## config.mk

```make
export PLATFORM = sky130hd
export DESIGN_NAME = pc_unit_flat
export DESIGN_NICKNAME = d
export VERILOG_FILES = /design/src/rtl/pc_unit_if.sv /design/src/rtl/pc_unit.sv /design/src/flat_wrapper.sv
export SDC_FILE = /design/constraint.sdc
export NUM_CORES = 1
export LEC_CHECK = 0
export CORE_MARGIN = 3
export CORE_UTILIZATION = 55
export DETAILED_ROUTE_END_ITERATION = 16
export GPL_TIMING_DRIVEN = 0
export PLACE_DENSITY = 0.85
export REMOVE_ABC_BUFFERS = 1
export SYNTH_ARGS = -nofsm -noshare
export SYNTH_HDL_FRONTEND = slang
export SYNTH_SLANG_ARGS = --single-unit
```

## constraint.sdc

```tcl
create_clock -name clk -period 2.7 [get_ports clk]
set_clock_uncertainty 0.05 [all_clocks]
set_input_delay 0.54 -clock clk [delete_from_list [all_inputs] [get_ports clk]]
set_output_delay 0.54 -clock clk [all_outputs]
set_load 0.05 [all_outputs]
```

## src/rtl/pc_unit_if.sv

```systemverilog
// Decoder/fetch-side bundle for pc_unit: control-flow request in, PC and RAS status out.
interface pc_unit_if #(
   parameter int unsigned PC_W      = 16,
   parameter int unsigned OFF_W     = 8,
   parameter int unsigned RAS_DEPTH = 4
);
   localparam int unsigned CNT_W = $clog2(RAS_DEPTH + 1);

   logic [2:0]       kind;
   logic             z;
   logic             neg;
   logic [OFF_W-1:0] offset;
   logic [PC_W-1:0]  target;
   logic             stall;
   logic             start;

   logic [PC_W-1:0]  pc;
   logic             halted;
   logic             taken;
   logic [CNT_W-1:0] ras_cnt;
   logic             ras_ovf;
   logic             ras_unf;

   modport master (
      output kind, z, neg, offset, target, stall, start,
      input  pc, halted, taken, ras_cnt, ras_ovf, ras_unf
   );

   modport slave (
      input  kind, z, neg, offset, target, stall, start,
      output pc, halted, taken, ras_cnt, ras_ovf, ras_unf
   );
endinterface

```

## src/rtl/pc_unit.sv

```systemverilog
// Program counter with relative/absolute jumps, CALL/RET via a circular
// return-address stack, stall, and halt/restart control.
module pc_unit #(
   parameter int unsigned PC_W       = 16,
   parameter int unsigned OFF_W      = 8,
   parameter int unsigned RAS_DEPTH  = 4,
   parameter int unsigned START_ADDR = 0
) (
   input logic      clk,
   input logic      reset,
   pc_unit_if.slave bus
);
   localparam int unsigned CNT_W = $clog2(RAS_DEPTH + 1);
   localparam int unsigned PTR_W = $clog2(RAS_DEPTH);

   localparam logic [2:0] K_NONE = 3'd0;
   localparam logic [2:0] K_BRZ  = 3'd1;
   localparam logic [2:0] K_BRN  = 3'd2;
   localparam logic [2:0] K_JMP  = 3'd3;
   localparam logic [2:0] K_JABS = 3'd4;
   localparam logic [2:0] K_CALL = 3'd5;
   localparam logic [2:0] K_RET  = 3'd6;
   localparam logic [2:0] K_HALT = 3'd7;

   typedef enum logic {
      S_RUN  = 1'b0,
      S_HALT = 1'b1
   } state_t;

   state_t           state_q, state_d;
   logic [PC_W-1:0]  pc_q, pc_d;
   logic [PC_W-1:0]  pc_inc, pc_rel, off_sext;
   logic [PC_W-1:0]  ras_q [RAS_DEPTH];
   logic [PTR_W-1:0] sp_q, sp_d, sp_inc, sp_dec;
   logic [CNT_W-1:0] cnt_q, cnt_d;
   logic             ovf_q, ovf_d;
   logic             unf_q, unf_d;
   logic             push;
   logic             taken_c;

   assign off_sext = PC_W'($signed(bus.offset));
   assign pc_inc   = pc_q + PC_W'(1);
   assign pc_rel   = pc_q + off_sext;

   // sp_q points at the slot the next push writes; wrap explicitly so any depth works
   assign sp_inc = (sp_q == PTR_W'(RAS_DEPTH - 1)) ? '0 : sp_q + PTR_W'(1);
   assign sp_dec = (sp_q == '0) ? PTR_W'(RAS_DEPTH - 1) : sp_q - PTR_W'(1);

   always_ff @(posedge clk) begin
      if (reset) begin
         state_q <= S_RUN;
         pc_q    <= PC_W'(START_ADDR);
         sp_q    <= '0;
         cnt_q   <= '0;
         ovf_q   <= 1'b0;
         unf_q   <= 1'b0;
      end else begin
         state_q <= state_d;
         pc_q    <= pc_d;
         sp_q    <= sp_d;
         cnt_q   <= cnt_d;
         ovf_q   <= ovf_d;
         unf_q   <= unf_d;
      end
   end

   // Stack storage carries no reset; only the count defines which entries are valid
   always_ff @(posedge clk) begin
      if (push && !reset) begin
         ras_q[sp_q] <= pc_inc;
      end
   end

   always_comb begin
      state_d = state_q;
      pc_d    = pc_q;
      sp_d    = sp_q;
      cnt_d   = cnt_q;
      ovf_d   = ovf_q;
      unf_d   = unf_q;
      push    = 1'b0;
      taken_c = 1'b0;

      unique case (state_q)
         S_RUN: begin
            if (!bus.stall) begin
               pc_d = pc_inc;
               unique case (bus.kind)
                  K_NONE: ;
                  K_BRZ: begin
                     if (bus.z) begin
                        pc_d    = pc_rel;
                        taken_c = 1'b1;
                     end
                  end
                  K_BRN: begin
                     if (bus.neg) begin
                        pc_d    = pc_rel;
                        taken_c = 1'b1;
                     end
                  end
                  K_JMP: begin
                     pc_d    = pc_rel;
                     taken_c = 1'b1;
                  end
                  K_JABS: begin
                     pc_d    = bus.target;
                     taken_c = 1'b1;
                  end
                  K_CALL: begin
                     // A full stack overwrites its oldest slot, which is the one sp_q points at
                     push    = 1'b1;
                     pc_d    = pc_rel;
                     taken_c = 1'b1;
                     sp_d    = sp_inc;
                     if (cnt_q == CNT_W'(RAS_DEPTH)) begin
                        ovf_d = 1'b1;
                     end else begin
                        cnt_d = cnt_q + CNT_W'(1);
                     end
                  end
                  K_RET: begin
                     if (cnt_q != '0) begin
                        pc_d    = ras_q[sp_dec];
                        sp_d    = sp_dec;
                        cnt_d   = cnt_q - CNT_W'(1);
                        taken_c = 1'b1;
                     end else begin
                        unf_d = 1'b1;
                     end
                  end
                  K_HALT: begin
                     pc_d    = pc_q;
                     state_d = S_HALT;
                  end
               endcase
            end
         end
         S_HALT: begin
            if (bus.start) begin
               pc_d    = PC_W'(START_ADDR);
               state_d = S_RUN;
            end
         end
      endcase
   end

   assign bus.pc      = pc_q;
   assign bus.halted  = (state_q == S_HALT);
   assign bus.taken   = taken_c;
   assign bus.ras_cnt = cnt_q;
   assign bus.ras_ovf = ovf_q;
   assign bus.ras_unf = unf_q;
endmodule

```

## src/flat_wrapper.sv

```systemverilog
// flat-port wrapper written by rule: the top's interface ports become plain ports
module pc_unit_flat 
#(
   parameter int unsigned PC_W       = 16,
   parameter int unsigned OFF_W      = 8,
   parameter int unsigned RAS_DEPTH  = 4,
   parameter int unsigned START_ADDR = 0
)
  (clk, reset, bus_kind, bus_z, bus_neg, bus_offset, bus_target, bus_stall, bus_start, bus_pc, bus_halted, bus_taken, bus_ras_cnt, bus_ras_ovf, bus_ras_unf);
  pc_unit_if #(.PC_W(PC_W), .OFF_W(OFF_W), .RAS_DEPTH(RAS_DEPTH)) bus_i ();
  input logic clk;
  input logic reset;
  input wire logic [$bits(bus_i.kind)-1:0] bus_kind;
  input wire logic [$bits(bus_i.z)-1:0] bus_z;
  input wire logic [$bits(bus_i.neg)-1:0] bus_neg;
  input wire logic [$bits(bus_i.offset)-1:0] bus_offset;
  input wire logic [$bits(bus_i.target)-1:0] bus_target;
  input wire logic [$bits(bus_i.stall)-1:0] bus_stall;
  input wire logic [$bits(bus_i.start)-1:0] bus_start;
  output wire logic [$bits(bus_i.pc)-1:0] bus_pc;
  output wire logic [$bits(bus_i.halted)-1:0] bus_halted;
  output wire logic [$bits(bus_i.taken)-1:0] bus_taken;
  output wire logic [$bits(bus_i.ras_cnt)-1:0] bus_ras_cnt;
  output wire logic [$bits(bus_i.ras_ovf)-1:0] bus_ras_ovf;
  output wire logic [$bits(bus_i.ras_unf)-1:0] bus_ras_unf;
  assign bus_i.kind = bus_kind;
  assign bus_i.z = bus_z;
  assign bus_i.neg = bus_neg;
  assign bus_i.offset = bus_offset;
  assign bus_i.target = bus_target;
  assign bus_i.stall = bus_stall;
  assign bus_i.start = bus_start;
  assign bus_pc = bus_i.pc;
  assign bus_halted = bus_i.halted;
  assign bus_taken = bus_i.taken;
  assign bus_ras_cnt = bus_i.ras_cnt;
  assign bus_ras_ovf = bus_i.ras_ovf;
  assign bus_ras_unf = bus_i.ras_unf;
  pc_unit #(.PC_W(PC_W), .OFF_W(OFF_W), .RAS_DEPTH(RAS_DEPTH), .START_ADDR(START_ADDR)) u_core (.clk(clk), .reset(reset), .bus(bus_i));
endmodule
```

==> impl_metrics.csv, run 1 <==
group,metric,value,unit
yosys,synth_area_per_cell,11.8,um2
critical_path,arrival,2.04,ns
power_and_ir_drop,p_leak,2.07,nW
cts,cts_made_buffers,9,
global_route,grt.total_usage,24.4,%
sta,tightestPinTransition,0.948,ns
global_route,antenna_found_initial,0,
sta,slew_headroom,36.6,%
power_and_ir_drop,power,3.13,mW
power_and_ir_drop,switching_share,30.5,%
cells_and_area,seqCellArea,2400,um2
cells_and_area,final_cell_mix,"edfxtp_1, clkdlybuf4s50_1, nand2_1",
drt,drt_pre_antenna_iters,5,
cts,h-tree-depth,3,
power_and_ir_drop,switchingPower,0.956,mW
power_and_ir_drop,p_per_area,537,nW/um2
cts,clk_latency,0.36,ns
critical_path,cp-start-kind,"primary input",
sta,fin_crit_sh,97.4,%
min_path,worstHoldPathType,"register to register",
floorplan,core-area,8720,um2
cells_and_area,synthToLayoutAreaGrowth,17.6,%
yosys,synth_top_area_share,38.7,%
critical_path,crit_type,"primary input to output port",
yosys,synthCells,421,
floorplan,row_count,34,
cts,clk_pin_slew,0.09,ns
global_route,grt_max_degree,18,
cts,cts_hold_buf,0,
floorplan,die_h,101,um
drt,ant_nets,0,
drt,drcViolationCount,0,
critical_path,cp-end-kind,"output port",
cells_and_area,num_antenna_cells,0,
yosys,ys_top_cells_by_area,"edfxtp_1, dfxtp_1, mux4_2, ha_1, xor2_1",
drt,wl,11900,um
global_route,grt_pass1_vias,3622,
placed_design,dp_hpwl,8480,um
placed_design,port_buffers,55,
yosys,ys_seq_area_share,48.4,%
yosys,synth_largest_area_cell,"edfxtp_1",
outcome,status,"finished clean",
yosys,synthArstFlopShare,0,%
drt,avgRoutedWirePerCell,20.4,um
power_and_ir_drop,p_comb_share,22.3,%
cells_and_area,final_common_cell,"edfxtp_1",
sta,rsz0062_at_grt,"yes",
floorplan,start_util,56.9,%
cts,cts_root_buf,"clkbuf_8",
cells_and_area,finish.utilization,66.9,%
cts,clk_path_buf_depth,2,
drt,viasPerCell,6.49,
yosys,synth_enable_flop_cells,64,
global_route,overflow,0,
floorplan,die_w,101,um
sta,period_minus_slack,2.63,ns
run,cap_viol_max_count,0,
drt,dr.first_iter.drc_count,286,
critical_path,required,2.11,ns
cells_and_area,fillers,638,
power_and_ir_drop,clockPowerShare,28.3,%
power_and_ir_drop,seq_power_share,49.5,%
cells_and_area,multi_input_area,2480,um2
sta,slew_violations,0,
power_and_ir_drop,intPower,2.18,mW
cells_and_area,nets,527,
placed_design,gp_congestion,0.926,
cells_and_area,drive_above_1_share,14.9,%
floorplan,die_area,10200,um2
cts,tritoncts,"built",
drt,routed-via-count,3798,
power_and_ir_drop,irDropWorstVdd,0.398,mV
yosys,yosys_warnings,0,
sta,finalHoldViolations,0,
yosys,syn-cell-area,4960,um2
sta,setup_viol,0,
sta,fmax,380,MHz
yosys,ys_types,71,
yosys,ys_seq_elements,88,
global_route,grt_pass1_wl,19000,um
yosys,synth_ff_type,"edfxtp_1",
cts,cts.sinks,88,
critical_path,crit_fanout,8,
floorplan,num_io_pins,56,
## final cells by class
cell class                 instances  area share (%)
inverter                          16            1.03
tap                              108            2.32
timing repair buffer              57            9.54
clock inverter                     6           0.815
sequential                        88            41.2
clock buffer                      10            2.55
multi-input combinational        300            42.5
## what timing repair did
action                                  CTS  global route
gates resized for setup                  21            14
pin swaps                                 1             1
buffers inserted                          1             1
endpoints found under the setup margin   81             9
## flip-flops by register name (all words and copies together), names as in the netlist
signal,count
u_core.bus.ras_unf,1
u_core.ras_q,64
u_core.bus.ras_cnt,3
u_core.sp_q,2
u_core.bus.pc,16
u_core.bus.ras_ovf,1
u_core.bus.halted,1
## critical path, cell delays in order
cell and delay, ns:
clkdlybuf4s50_1 0.49, nor3_1 0.08, a211oi_2 0.36, nor2_4 0.14, nor3_1 0.15, buf_2 0.29
## power groups by stage
stage | Sequential, mW | Combinational [mW] | Clock [mW]
global placement | 1.58 | 0.652 | 0
detailed placement | 1.58 | 0.669 | 0
finish | 1.55 | 0.697 | 0.885
CTS | 1.55 | 0.676 | 0.887
global route | 1.56 | 0.754 | 0.944
floorplan | 1.65 | 0.374 | 0
## cells in the mapped netlist, types with 3 or more instances
library cell	n
edfxtp_1	64
a221oi_1	7
a31oi_1	3
nor2b_1	4
a21oi_1	26
o21a_1	3
xor2_1	15
and2_1	4
xnor2_1	13
nor3_1	7
a21o_1	6
nand4_1	10
dfxtp_1	24
a211oi_1	6
nand2_1	25
nor2_1	25
nand2b_1	5
a32o_1	3
inv_1	16
nand3_1	11
o21ai_1	5
buf_2	9
o21ai_0	18
mux4_2	16
ha_1	20
a222oi_1	3
a211o_1	4
a22o_1	7
clkbuf_1	5
a22oi_1	6
## through the flow
step / setup TNS [ns] / cell area [um2] / hold WS, ns / std cells / setup WS (ns)
6_report: 0 / 5830 / 0.428 / 585 / 0.0707
5_1_grt: -0.0386 / 5830 / 0.457 / 585 / -0.0342
4_1_cts: 0 / 5780 / 0.437 / 584 / 0.000703
3_5_place_dp: -49.67 / 5560 / 0.416 / 567 / -1.27
3_3_place_gp: -44.10 / 5560 / 0.408 / 567 / -1.26
2_1_floorplan: -0.115 / 4880 / 0.443 / 404 / -0.115
## final timing paths
path                       from                 end  slack, ns  depth (start not counted)
min reg2reg  u_core.bus.ras_unf  u_core.bus.ras_unf       0.43                          2
max                       bus_z           bus_taken       0.07                          6
max reg2reg    u_core.bus.pc[0]   u_core.bus.pc[12]       0.19                          9
min          u_core.bus.ras_unf  u_core.bus.ras_unf       0.43                          2
## layer usage
| metal | vias to the layer above | share of wire, % | track usage [%] |
|---|---|---|---|
| li1 | 1748 | - | - |
| met5 | - | 0 | 0 |
| met3 | 16 | 8.8 | 4.64 |
| met4 | 0 | 1.4 | 8.18 |
| met1 | 1839 | 41 | 33.7 |
| met2 | 195 | 49 | 38.9 |
## kinds of logic after synthesis
logic type | count (synthesis) | share of synthesized area, %
AOI/OAI and AO/OA | 120 | 18.2
xor gates and xnor gates | 28 | 4.94
adders and majority gates | 22 | 5.85
buffers and inverters | 33 | 2.90
DFF | 88 | 48.4
muxes | 17 | 7.47
and+or+nand+nor | 113 | 12.2
No activity file was read; power rests on OpenSTA's default activity.
==> run 2: changes to the inputs <==
Settings changed: GPL_ROUTABILITY_DRIVEN set to 0.
==> impl_metrics.csv, run 2 (synthesis results as in run 1) <==
group,metric,value,unit
outcome,status,"finished clean",
floorplan,core-area,8720,um2
drt,routed-via-count,3862,
critical_path,crit_type,"primary input to register",
cells_and_area,nets,528,
critical_path,path_buf_inv,2,
global_route,grt.total_usage,25.5,%
power_and_ir_drop,p_leak,2.08,nW
sta,rsz0062_at_grt,"no",
cts,h-tree-depth,3,
placed_design,placed_cells_incl_taps,567,
drt,avgRoutedWirePerCell,21.3,um
drt,viasPerCell,6.59,
global_route,antenna_found_initial,0,
critical_path,cp_slowest_stage_delay,0.47,ns
critical_path,ff2ff_path_depth,6,
global_route,overflow,0,
cells_and_area,fin_area,5870,um2
floorplan,row_count,34,
critical_path,cp-end-kind,"register",
cts,cts_root_buf,"clkbuf_8",
sta,fmax,384,MHz
cells_and_area,drive_above_1_share,15.3,%
sta,slew_headroom,32.6,%
critical_path,cp-start-kind,"primary input",
sta,tns,0,ns
critical_path,cp.depth,10,
placed_design,dp_hpwl,8640,um
cts,clk_latency,0.37,ns
sta,slew_violations,0,
cells_and_area,num_antenna_cells,0,
drt,ant_nets,0,
min_path,hold_path_depth,2,
critical_path,required,2.91,ns
drt,drt_pre_antenna_iters,5,
critical_path,crit_chain,"clkdlybuf4s50_1 -> ha_1 -> inv_1 -> fa_2 -> and2b_2 -> o2111ai_4 -> a21boi_4 -> o41ai_4 -> xnor2_1 -> a221o_1",
sta,tightestPinTransition,1.01,ns
sta,finalHoldViolations,0,
power_and_ir_drop,p_per_area,557,nW/um2
cells_and_area,finalNonFillerCells,586,
min_path,worstHoldPathType,"register to register",
floorplan,start_util,56.9,%
cts,clk_path_buf_depth,2,
power_and_ir_drop,irDropWorstVdd,0.382,mV
cts,cts.sinks,88,
cts,cts_made_buffers,9,
critical_path,crit_fanout,5,
placed_design,port_buffers,55,
cells_and_area,final_cell_mix,"edfxtp_1, clkdlybuf4s50_1, nand2_1, a21oi_1, nor2_1",
sta,setup_viol,0,
floorplan,die_h,101,um
global_route,grt_max_degree,18,
cells_and_area,largest_reg_flops,64,
floorplan,die_area,10200,um2
run,cap_viol_max_count,0,
drt,dr.first_iter.drc_count,399,
global_route,grt_pass1_wl,19700,um
drt,wl,12500,um
cells_and_area,synthToLayoutAreaGrowth,18.3,%
floorplan,die_w,101,um
cells_and_area,final_common_cell,"edfxtp_1",
cells_and_area,largest-register,"u_core.ras_q",
global_route,grt_pass1_vias,3785,
critical_path,crit_family,"compound AO/OA/AOI/OAI gates",
critical_path,cp_slowest_cell,"clkdlybuf4s50_1",
cts,clk_pin_slew,0.09,ns
critical_path,arrival,2.82,ns
drt,drcViolationCount,0,
floorplan,num_io_pins,56,
placed_design,place_area,5560,um2
sta,period_minus_slack,2.60,ns
sta,fin_crit_sh,96.4,%
cts,tritoncts,"built",
run 2: cell types whose count changed in the layout (fill, tap and decap cells not counted), sizes merged:
cell | previous run | this run
buf | 3 | 4
bufinv | 0 | 2
clkbuf | 11 | 12
clkdlybuf4s18 | 1 | 0
clkinv | 3 | 2
clkinvlp | 1 | 0
run 2: final cells by class:
class / count / area (um2)
Clock buffer: 10 / 128
Clock inverter: 6 / 91.3
Fill cell: 629 / 2850
Inverter: 16 / 60.1
Multi-Input combinational cell: 300 / 2490
Sequential cell: 88 / 2400
Tap cell: 108 / 135
Timing Repair Buffer: 58 / 562
run 2: power by group:
group / total [mW] / internal [mW] / switching [mW]
registers: 1.55 / 1.49 / 0.0583
clock network: 1.01 / 0.528 / 0.482
logic: 0.708 / 0.287 / 0.421
total: 3.27 / 2.31 / 0.961
run 2: final timing paths:
path | from | slack (ns) | end
max | bus_offset[0] | 0.1 | u_core.bus.pc[12]
min | u_core.bus.ras_unf | 0.43 | u_core.bus.ras_unf
max reg2reg | u_core.sp_q[0] | 0.22 | u_core.bus.pc[11]
min reg2reg | u_core.bus.ras_unf | 0.43 | u_core.bus.ras_unf
run 2: routing by layer:
metal	up-vias	GRT usage, %	part of all wire (%)	wire, um
met1	1892	33.7	41	5170
met4	0	10.7	2.5	310
met5	-	0	0	0
met2	185	41.5	49	6120
li1	1751	-	-	-
met3	34	4.57	7.2	899
run 2: stage by stage:
stage          util [%]  worst slack, ns  hold WS, ns  power, mW
3_5_place_dp       63.8            -1.32        0.409       2.25
6_report           67.3           0.0965        0.426       3.27
5_1_grt            67.3          0.00474        0.457       3.38
3_3_place_gp       63.8            -1.29        0.408       2.23
4_1_cts            66.7          -0.0343        0.431       3.25
2_1_floorplan         -           -0.115        0.443       2.02
run 2: worst min-delay path, stage by stage, from the launching register on:
cell	delay (ns)
dfxtp_1	0.33
a21oi_1	0.04
nor2_1	0.07
run 2: what timing repair did:
action,4_1_cts,5_1_grt
buffers inserted,1,2
setup endpoints to repair,81,12
gates cloned,0,0
hold buffers,0,0
resized for setup,23,15
pin swaps,1,2
